[src/rtl/ysyx_22040386_pipe_ctrl_if.sv]
// Handshake bundle between the pipeline datapath and the stage-enable sequencer.
interface ysyx_22040386_pipe_ctrl_if #(
    parameter int unsigned CNT_W = 64
);
    logic             i_CTL_if_valid;
    logic             i_CTL_load_use;
    logic             i_CTL_redirect;
    logic             i_CTL_mem_req;
    logic             i_CTL_mem_ready;
    logic             i_CTL_ebreak;
    logic             o_CTL_pc_en;
    logic             o_CTL_ifid_en;
    logic             o_CTL_ifid_flush;
    logic             o_CTL_idex_en;
    logic             o_CTL_idex_flush;
    logic             o_CTL_exmem_en;
    logic             o_CTL_memwb_en;
    logic             o_CTL_halted;
    logic             o_CTL_mem_err;
    logic [CNT_W-1:0] o_CTL_cycle_cnt;
    logic [CNT_W-1:0] o_CTL_stall_cnt;
    logic [CNT_W-1:0] o_CTL_flush_cnt;

    modport master (
        output i_CTL_if_valid, i_CTL_load_use, i_CTL_redirect,
               i_CTL_mem_req, i_CTL_mem_ready, i_CTL_ebreak,
        input  o_CTL_pc_en, o_CTL_ifid_en, o_CTL_ifid_flush, o_CTL_idex_en,
               o_CTL_idex_flush, o_CTL_exmem_en, o_CTL_memwb_en, o_CTL_halted,
               o_CTL_mem_err, o_CTL_cycle_cnt, o_CTL_stall_cnt, o_CTL_flush_cnt
    );

    modport slave (
        input  i_CTL_if_valid, i_CTL_load_use, i_CTL_redirect,
               i_CTL_mem_req, i_CTL_mem_ready, i_CTL_ebreak,
        output o_CTL_pc_en, o_CTL_ifid_en, o_CTL_ifid_flush, o_CTL_idex_en,
               o_CTL_idex_flush, o_CTL_exmem_en, o_CTL_memwb_en, o_CTL_halted,
               o_CTL_mem_err, o_CTL_cycle_cnt, o_CTL_stall_cnt, o_CTL_flush_cnt
    );
endinterface

[src/rtl/ysyx_22040386_pipe_ctrl.sv]
// 5-stage pipeline stage-enable/flush sequencer with boot bubble, memory-wait
// timeout, ebreak halt and performance counters.
module ysyx_22040386_pipe_ctrl #(
    parameter int unsigned CNT_W       = 64,
    parameter int unsigned MEM_TIMEOUT = 256
) (
    input logic                      i_CTL_clk,
    input logic                      i_CTL_rst_n,
    ysyx_22040386_pipe_ctrl_if.slave ctl
);
    localparam int unsigned WAIT_W = (MEM_TIMEOUT > 2) ? $clog2(MEM_TIMEOUT) : 1;

    localparam logic [1:0] S_BOOT = 2'd0;
    localparam logic [1:0] S_RUN  = 2'd1;
    localparam logic [1:0] S_WAIT = 2'd2;
    localparam logic [1:0] S_HALT = 2'd3;

    logic [1:0]        state_q, state_d;
    logic [WAIT_W-1:0] wait_cnt_q, wait_cnt_d;
    logic              halted_q, halted_d;
    logic              mem_err_q, mem_err_d;
    logic [CNT_W-1:0]  cycle_cnt_q, cycle_cnt_d;
    logic [CNT_W-1:0]  stall_cnt_q, stall_cnt_d;
    logic [CNT_W-1:0]  flush_cnt_q, flush_cnt_d;

    logic pc_en_c, ifid_en_c, ifid_flush_c, idex_en_c, idex_flush_c;
    logic exmem_en_c, memwb_en_c;
    logic mem_stall_c, timeout_c;

    always_ff @(posedge i_CTL_clk or negedge i_CTL_rst_n) begin
        if (!i_CTL_rst_n) begin
            state_q     <= S_BOOT;
            wait_cnt_q  <= '0;
            halted_q    <= 1'b0;
            mem_err_q   <= 1'b0;
            cycle_cnt_q <= '0;
            stall_cnt_q <= '0;
            flush_cnt_q <= '0;
        end else begin
            state_q     <= state_d;
            wait_cnt_q  <= wait_cnt_d;
            halted_q    <= halted_d;
            mem_err_q   <= mem_err_d;
            cycle_cnt_q <= cycle_cnt_d;
            stall_cnt_q <= stall_cnt_d;
            flush_cnt_q <= flush_cnt_d;
        end
    end

    // Strobe decode, next state and counter updates.
    always_comb begin
        state_d      = state_q;
        wait_cnt_d   = wait_cnt_q;
        halted_d     = halted_q;
        mem_err_d    = mem_err_q;
        cycle_cnt_d  = cycle_cnt_q;
        stall_cnt_d  = stall_cnt_q;
        flush_cnt_d  = flush_cnt_q;
        pc_en_c      = 1'b0;
        ifid_en_c    = 1'b0;
        ifid_flush_c = 1'b0;
        idex_en_c    = 1'b0;
        idex_flush_c = 1'b0;
        exmem_en_c   = 1'b0;
        memwb_en_c   = 1'b0;
        mem_stall_c  = ctl.i_CTL_mem_req & ~ctl.i_CTL_mem_ready;
        timeout_c    = 1'b0;

        case (state_q)
            S_BOOT: begin
                ifid_en_c    = 1'b1;
                ifid_flush_c = 1'b1;
                idex_en_c    = 1'b1;
                idex_flush_c = 1'b1;
                exmem_en_c   = 1'b1;
                memwb_en_c   = 1'b1;
                state_d      = S_RUN;
            end
            S_RUN, S_WAIT: begin
                if (mem_stall_c) begin
                    pc_en_c = 1'b0;
                end else if (ctl.i_CTL_redirect) begin
                    pc_en_c      = 1'b1;
                    ifid_en_c    = 1'b1;
                    ifid_flush_c = 1'b1;
                    idex_en_c    = 1'b1;
                    idex_flush_c = 1'b1;
                    exmem_en_c   = 1'b1;
                    memwb_en_c   = 1'b1;
                    flush_cnt_d  = flush_cnt_q + CNT_W'(1);
                end else if (ctl.i_CTL_load_use) begin
                    idex_en_c    = 1'b1;
                    idex_flush_c = 1'b1;
                    exmem_en_c   = 1'b1;
                    memwb_en_c   = 1'b1;
                end else if (!ctl.i_CTL_if_valid) begin
                    ifid_en_c    = 1'b1;
                    ifid_flush_c = 1'b1;
                    idex_en_c    = 1'b1;
                    exmem_en_c   = 1'b1;
                    memwb_en_c   = 1'b1;
                end else begin
                    pc_en_c    = 1'b1;
                    ifid_en_c  = 1'b1;
                    idex_en_c  = 1'b1;
                    exmem_en_c = 1'b1;
                    memwb_en_c = 1'b1;
                end

                cycle_cnt_d = cycle_cnt_q + CNT_W'(1);
                if (!pc_en_c) stall_cnt_d = stall_cnt_q + CNT_W'(1);

                if (state_q == S_WAIT) begin
                    wait_cnt_d = wait_cnt_q + WAIT_W'(1);
                    timeout_c  = mem_stall_c && (wait_cnt_q == WAIT_W'(MEM_TIMEOUT - 1));
                end

                if (ctl.i_CTL_ebreak || timeout_c) begin
                    state_d   = S_HALT;
                    halted_d  = 1'b1;
                    mem_err_d = mem_err_q | timeout_c;
                end else if (mem_stall_c) begin
                    if (state_q == S_RUN) begin
                        state_d    = S_WAIT;
                        wait_cnt_d = '0;
                    end
                end else begin
                    state_d = S_RUN;
                end
            end
            default: begin
                state_d  = S_HALT;
                halted_d = 1'b1;
            end
        endcase
    end

    assign ctl.o_CTL_pc_en      = pc_en_c;
    assign ctl.o_CTL_ifid_en    = ifid_en_c;
    assign ctl.o_CTL_ifid_flush = ifid_flush_c;
    assign ctl.o_CTL_idex_en    = idex_en_c;
    assign ctl.o_CTL_idex_flush = idex_flush_c;
    assign ctl.o_CTL_exmem_en   = exmem_en_c;
    assign ctl.o_CTL_memwb_en   = memwb_en_c;
    assign ctl.o_CTL_halted     = halted_q;
    assign ctl.o_CTL_mem_err    = mem_err_q;
    assign ctl.o_CTL_cycle_cnt  = cycle_cnt_q;
    assign ctl.o_CTL_stall_cnt  = stall_cnt_q;
    assign ctl.o_CTL_flush_cnt  = flush_cnt_q;
endmodule
[src/flat_wrapper.sv]
// flat-port wrapper written by rule: the top's interface ports become plain ports
module ysyx_22040386_pipe_ctrl_flat 
#(
    parameter int unsigned CNT_W       = 64,
    parameter int unsigned MEM_TIMEOUT = 256
)
  (i_CTL_clk, i_CTL_rst_n, ctl_i_CTL_if_valid, ctl_i_CTL_load_use, ctl_i_CTL_redirect, ctl_i_CTL_mem_req, ctl_i_CTL_mem_ready, ctl_i_CTL_ebreak, ctl_o_CTL_pc_en, ctl_o_CTL_ifid_en, ctl_o_CTL_ifid_flush, ctl_o_CTL_idex_en, ctl_o_CTL_idex_flush, ctl_o_CTL_exmem_en, ctl_o_CTL_memwb_en, ctl_o_CTL_halted, ctl_o_CTL_mem_err, ctl_o_CTL_cycle_cnt, ctl_o_CTL_stall_cnt, ctl_o_CTL_flush_cnt);
  ysyx_22040386_pipe_ctrl_if #(.CNT_W(CNT_W)) ctl_i ();
  input logic i_CTL_clk;
  input logic i_CTL_rst_n;
  input wire logic [$bits(ctl_i.i_CTL_if_valid)-1:0] ctl_i_CTL_if_valid;
  input wire logic [$bits(ctl_i.i_CTL_load_use)-1:0] ctl_i_CTL_load_use;
  input wire logic [$bits(ctl_i.i_CTL_redirect)-1:0] ctl_i_CTL_redirect;
  input wire logic [$bits(ctl_i.i_CTL_mem_req)-1:0] ctl_i_CTL_mem_req;
  input wire logic [$bits(ctl_i.i_CTL_mem_ready)-1:0] ctl_i_CTL_mem_ready;
  input wire logic [$bits(ctl_i.i_CTL_ebreak)-1:0] ctl_i_CTL_ebreak;
  output wire logic [$bits(ctl_i.o_CTL_pc_en)-1:0] ctl_o_CTL_pc_en;
  output wire logic [$bits(ctl_i.o_CTL_ifid_en)-1:0] ctl_o_CTL_ifid_en;
  output wire logic [$bits(ctl_i.o_CTL_ifid_flush)-1:0] ctl_o_CTL_ifid_flush;
  output wire logic [$bits(ctl_i.o_CTL_idex_en)-1:0] ctl_o_CTL_idex_en;
  output wire logic [$bits(ctl_i.o_CTL_idex_flush)-1:0] ctl_o_CTL_idex_flush;
  output wire logic [$bits(ctl_i.o_CTL_exmem_en)-1:0] ctl_o_CTL_exmem_en;
  output wire logic [$bits(ctl_i.o_CTL_memwb_en)-1:0] ctl_o_CTL_memwb_en;
  output wire logic [$bits(ctl_i.o_CTL_halted)-1:0] ctl_o_CTL_halted;
  output wire logic [$bits(ctl_i.o_CTL_mem_err)-1:0] ctl_o_CTL_mem_err;
  output wire logic [$bits(ctl_i.o_CTL_cycle_cnt)-1:0] ctl_o_CTL_cycle_cnt;
  output wire logic [$bits(ctl_i.o_CTL_stall_cnt)-1:0] ctl_o_CTL_stall_cnt;
  output wire logic [$bits(ctl_i.o_CTL_flush_cnt)-1:0] ctl_o_CTL_flush_cnt;
  assign ctl_i.i_CTL_if_valid = ctl_i_CTL_if_valid;
  assign ctl_i.i_CTL_load_use = ctl_i_CTL_load_use;
  assign ctl_i.i_CTL_redirect = ctl_i_CTL_redirect;
  assign ctl_i.i_CTL_mem_req = ctl_i_CTL_mem_req;
  assign ctl_i.i_CTL_mem_ready = ctl_i_CTL_mem_ready;
  assign ctl_i.i_CTL_ebreak = ctl_i_CTL_ebreak;
  assign ctl_o_CTL_pc_en = ctl_i.o_CTL_pc_en;
  assign ctl_o_CTL_ifid_en = ctl_i.o_CTL_ifid_en;
  assign ctl_o_CTL_ifid_flush = ctl_i.o_CTL_ifid_flush;
  assign ctl_o_CTL_idex_en = ctl_i.o_CTL_idex_en;
  assign ctl_o_CTL_idex_flush = ctl_i.o_CTL_idex_flush;
  assign ctl_o_CTL_exmem_en = ctl_i.o_CTL_exmem_en;
  assign ctl_o_CTL_memwb_en = ctl_i.o_CTL_memwb_en;
  assign ctl_o_CTL_halted = ctl_i.o_CTL_halted;
  assign ctl_o_CTL_mem_err = ctl_i.o_CTL_mem_err;
  assign ctl_o_CTL_cycle_cnt = ctl_i.o_CTL_cycle_cnt;
  assign ctl_o_CTL_stall_cnt = ctl_i.o_CTL_stall_cnt;
  assign ctl_o_CTL_flush_cnt = ctl_i.o_CTL_flush_cnt;
  ysyx_22040386_pipe_ctrl #(.CNT_W(CNT_W), .MEM_TIMEOUT(MEM_TIMEOUT)) u_core (.i_CTL_clk(i_CTL_clk), .i_CTL_rst_n(i_CTL_rst_n), .ctl(ctl_i));
endmodule
[config.mk]
export PLATFORM = sky130hd
export DESIGN_NAME = ysyx_22040386_pipe_ctrl_flat
export DESIGN_NICKNAME = d
export VERILOG_FILES = /design/src/rtl/ysyx_22040386_pipe_ctrl_if.sv /design/src/rtl/ysyx_22040386_pipe_ctrl.sv /design/src/flat_wrapper.sv
export SDC_FILE = /design/constraint.sdc
export NUM_CORES = 1
export LEC_CHECK = 0
export CORE_ASPECT_RATIO = 0.7
export CORE_UTILIZATION = 50
export CTS_BUF_LIST = sky130_fd_sc_hd__clkbuf_16
export DETAILED_ROUTE_END_ITERATION = 6
export GPL_TIMING_DRIVEN = 1
export HOLD_SLACK_MARGIN = 0.12
export PLACE_DENSITY = 0.9
export SYNTH_ARGS = -nofsm -noshare
export SYNTH_HDL_FRONTEND = slang
export SYNTH_SLANG_ARGS = --single-unit
[constraint.sdc]
create_clock -name i_CTL_clk -period 2.87 [get_ports i_CTL_clk]
set_input_delay 0.574 -clock i_CTL_clk [delete_from_list [all_inputs] [get_ports i_CTL_clk]]
set_output_delay 0.574 -clock i_CTL_clk [all_outputs]
set_load 0.05 [all_outputs]
==> run metrics <==
first-pass GRT wire length=around 40000 um; ranking of synthesized cells by area=dfrtp_1 (52%), xor2_1 (11%), xnor2_1 (6.5%); Cell variety after synth=48; CP Launch Type=flop; number of synthesized register bits=204; RSZ-0062 raised after global routing=false; kind of critical path=flop to primary output; Max VDD drop=about 0.53 mV; vias in the first global route=around 7700; DR pass1 iterations=5; Fin Clk Skew=about 0.012 ns; YS warnings=0; area grow syn2layout=32.45%; Synth Net Count=between 900 and 1000; post-synthesis compound-gate area fraction=1.188%; main flop type after synthesis=dfrtp_1; most frequent cell after synthesis=dfrtp_1; fin util=68.53%; EDFF count, synth=0; Leak=about 6 nW; PortBufs=208; Fmax=about 370 MHz; total core area=about 19000 um^2; final worst slack=0.1324 ns; fin crit period=around 2.7 ns; hold slack=around 0.46 ns; DRT antenna net count=0; Die W=about 170 um; Syn Inst Count=approximately 920; Antenna Cells=0; CP peak stage delay=0.41 ns; Clock Sink Count=between 200 and 250; clock buffer depth=3; CP required=2.30 ns; Crit-path slowest cell=dfrtp_1; R2R Path End=u_core.ctl.o_CTL_cycle_cnt[48]; drt first-iter violations=~510; largest net degree at the start of global routing=65; hold path cells=1; DP HPWL=approximately 18000 um; CTS tree=yes; Final #Nets=between 1000 and 1500; worst slew pin tran=between 0.6 and 0.7 ns; clock latency on the worst-skew pair=0.49 ns; worst relative slew slack=56.41%; CP Max Fanout=10; Worst R2R Setup Slack=~0.46 ns; Layout fillers=between 1000 and 1500; commonest cells in the netlist=dfrtp_1 (204), xor2_1 (121), nand2_1 (96); Worst Hold Path EP=u_core.ctl.o_CTL_cycle_cnt[63]; mux cell area share after synthesis=less than 1%; critical path arrival=around 2.2 ns; Synth Area in Adders=between 1 and 1.5%; number of remaining DRC errors=0; Post-Synth Simple-Gate Area=26.74%; GRT Resource Usage Total=roughly 25%; initial antenna violation count=0; Final Hold Viols=0; part of the cycle the worst path needs=95.39%; Worst Hold Class=flop to flop; top cell type's share of synthesized area=51.58%; via count=slightly below 8000; register area=5105 um^2; power per cell area=583.0 nW/um^2; Site Rows=between 40 and 50; Ports=approximately 210; Die ar.=20370 um^2; Synth Area per Inst=between 10 and 15 um^2; DP Worst Slack=0.2629 ns; max-cap viol count=0; Pwr Total=between 0.007 and 0.008 W; r2r worst-path depth=8; share of synthesized registers carrying an async set or reset=between 90% and 100%; xor and xnor area share after synthesis=17.17%; WL/cell=between 15 and 20 um; r2r startpoint=u_core.state_q[0]; cell taking the most area after synthesis=dfrtp_1; Multi-input gate area=approximately 4600 um^2; largest family of logic cells by synthesized area=simple AND/OR/NAND/NOR gates; Reg clk slew, reported paths=about 0.06 ns; Placer Congestion=about 0.86; critical path endpoint category=primary output; vias per cell=~5.5; final setup fails=0; Slew Limit Fails=0; gr ovfl total=0; worst path cell trace=inv_1 -> ha_4 -> buf_4 -> a21oi_1 -> nor2_2 -> and2_1 -> buf_12; status=complete, no violations; layout cells sized above 1=9.932%; Die Ht=~120 um; min-delay src=u_core.ctl.o_CTL_cycle_cnt[63]; root buffer cell=clkbuf_16; sequential share of the synthesized area=between 50 and 60%; Post-Syn Area=~10000 um^2; htree depth=1; total CTS buffers=20; Post-DP Area=12480 um^2; Initial Util=between 50% and 60%; Crit. Startpoint=u_core.state_q[0]; Post-Route WL=24680 um; final instance area=13110 um^2
## sequential cells by signal, summed over array words and instances (netlist names)
| signal | flops |
|---|---|
| u_core.ctl.o_CTL_stall_cnt | 64 |
| u_core.wait_cnt_q | 8 |
| u_core.ctl.o_CTL_halted | 1 |
| u_core.ctl.o_CTL_mem_err | 1 |
| u_core.state_q | 2 |
| u_core.ctl.o_CTL_flush_cnt | 64 |
| u_core.ctl.o_CTL_cycle_cnt | 64 |
## power by group
part,switching [W],internal (W),leakage (nW)
clock,0.00107,0.00140,0.301
sequential,0.000248,0.00306,2.73
combinational,0.00115,0.000716,2.97
total,0.00247,0.00517,6.00
## kinds of logic (layout without fill, tap and decap cells)
family,count (synthesis),in the layout
and+or+nand+nor,449,449
DFF,204,204
xor gates and xnor gates,194,194
AOI/OAI and AO/OA,19,19
muxes,2,2
buffers and inverters,44,291
adders and majority gates,9,9
## cell type report
cell class | count | share of cell area, %
clock buffers | 21 | 4.009
repair buffers | 230 | 17.92
clock inverters | 11 | 0.5536
flip-flops and latches | 204 | 38.94
well taps | 264 | 2.520
multi-input cells | 673 | 35.23
inverters | 29 | 0.8304
## what timing repair did
action | 4_1_cts | 5_1_grt
resized for setup | 2 | 1
buffers inserted | 0 | 0
endpoints found under the hold margin | 61 | 0
endpoints found under the setup margin | 3 | 6
hold buffers | 1 | 0
## worst max-delay path, delay by kind of cell, from the launching register on
kind / cells / cell delay (ns)
buffers and inverters: 3 / 0.49
flip-flops: 1 / 0.41
AND/OR/NAND/NOR: 2 / 0.26
AO/OA/AOI/OAI: 1 / 0.24
adder cells (fa/ha/maj): 1 / 0.27
## stage by stage
stage / std cells / TNS, ns
after floorplan: 921 / -0.008447
after global placement: 1399 / 0
after detailed placement: 1399 / 0
after CTS: 1432 / 0
after global routing: 1432 / 0
final: 1432 / 0
## worst max path at each step
stage / endpoint / slack, ns / cells past startpoint
finish: ctl_o_CTL_ifid_flush / 0.13 / 7
global route: ctl_o_CTL_ifid_flush / 0.02 / 7
CTS: ctl_o_CTL_ifid_flush / 0.04 / 7
detailed placement: ctl_o_CTL_ifid_en / 0.26 / 5
global placement: ctl_o_CTL_ifid_en / 0.31 / 5
floorplan: ctl_o_CTL_ifid_en / -0.008 / 5
## placed cells by master (no fill, tap or decap), types with 8 or more instances in the layout
master	n
and2_1	8
clkdlybuf4s50_1	200
nand4_1	43
nor4_1	17
nand2_1	96
ha_1	8
and4_1	8
xor2_1	121
clkbuf_16	21
nor4_2	14
nor2_1	70
nor3_2	15
buf_12	9
nand3_1	59
xnor2_1	73
dfrtp_1	204
inv_1	32
nor3_1	57
buf_4	19
and3_1	14
## routing by layer
layer  GRT usage (%)  part of all wire, %  routed length (um)  up-vias
met5               0                    0                   0        -
met4           5.687                  1.5                 377        0
met3           4.255                  5.6                1375       35
met2           38.91                   47               11530      244
met1           35.24                   46               11390     3958
li1                -                    -                   -     3655
Power figures use the tool's default switching activity.
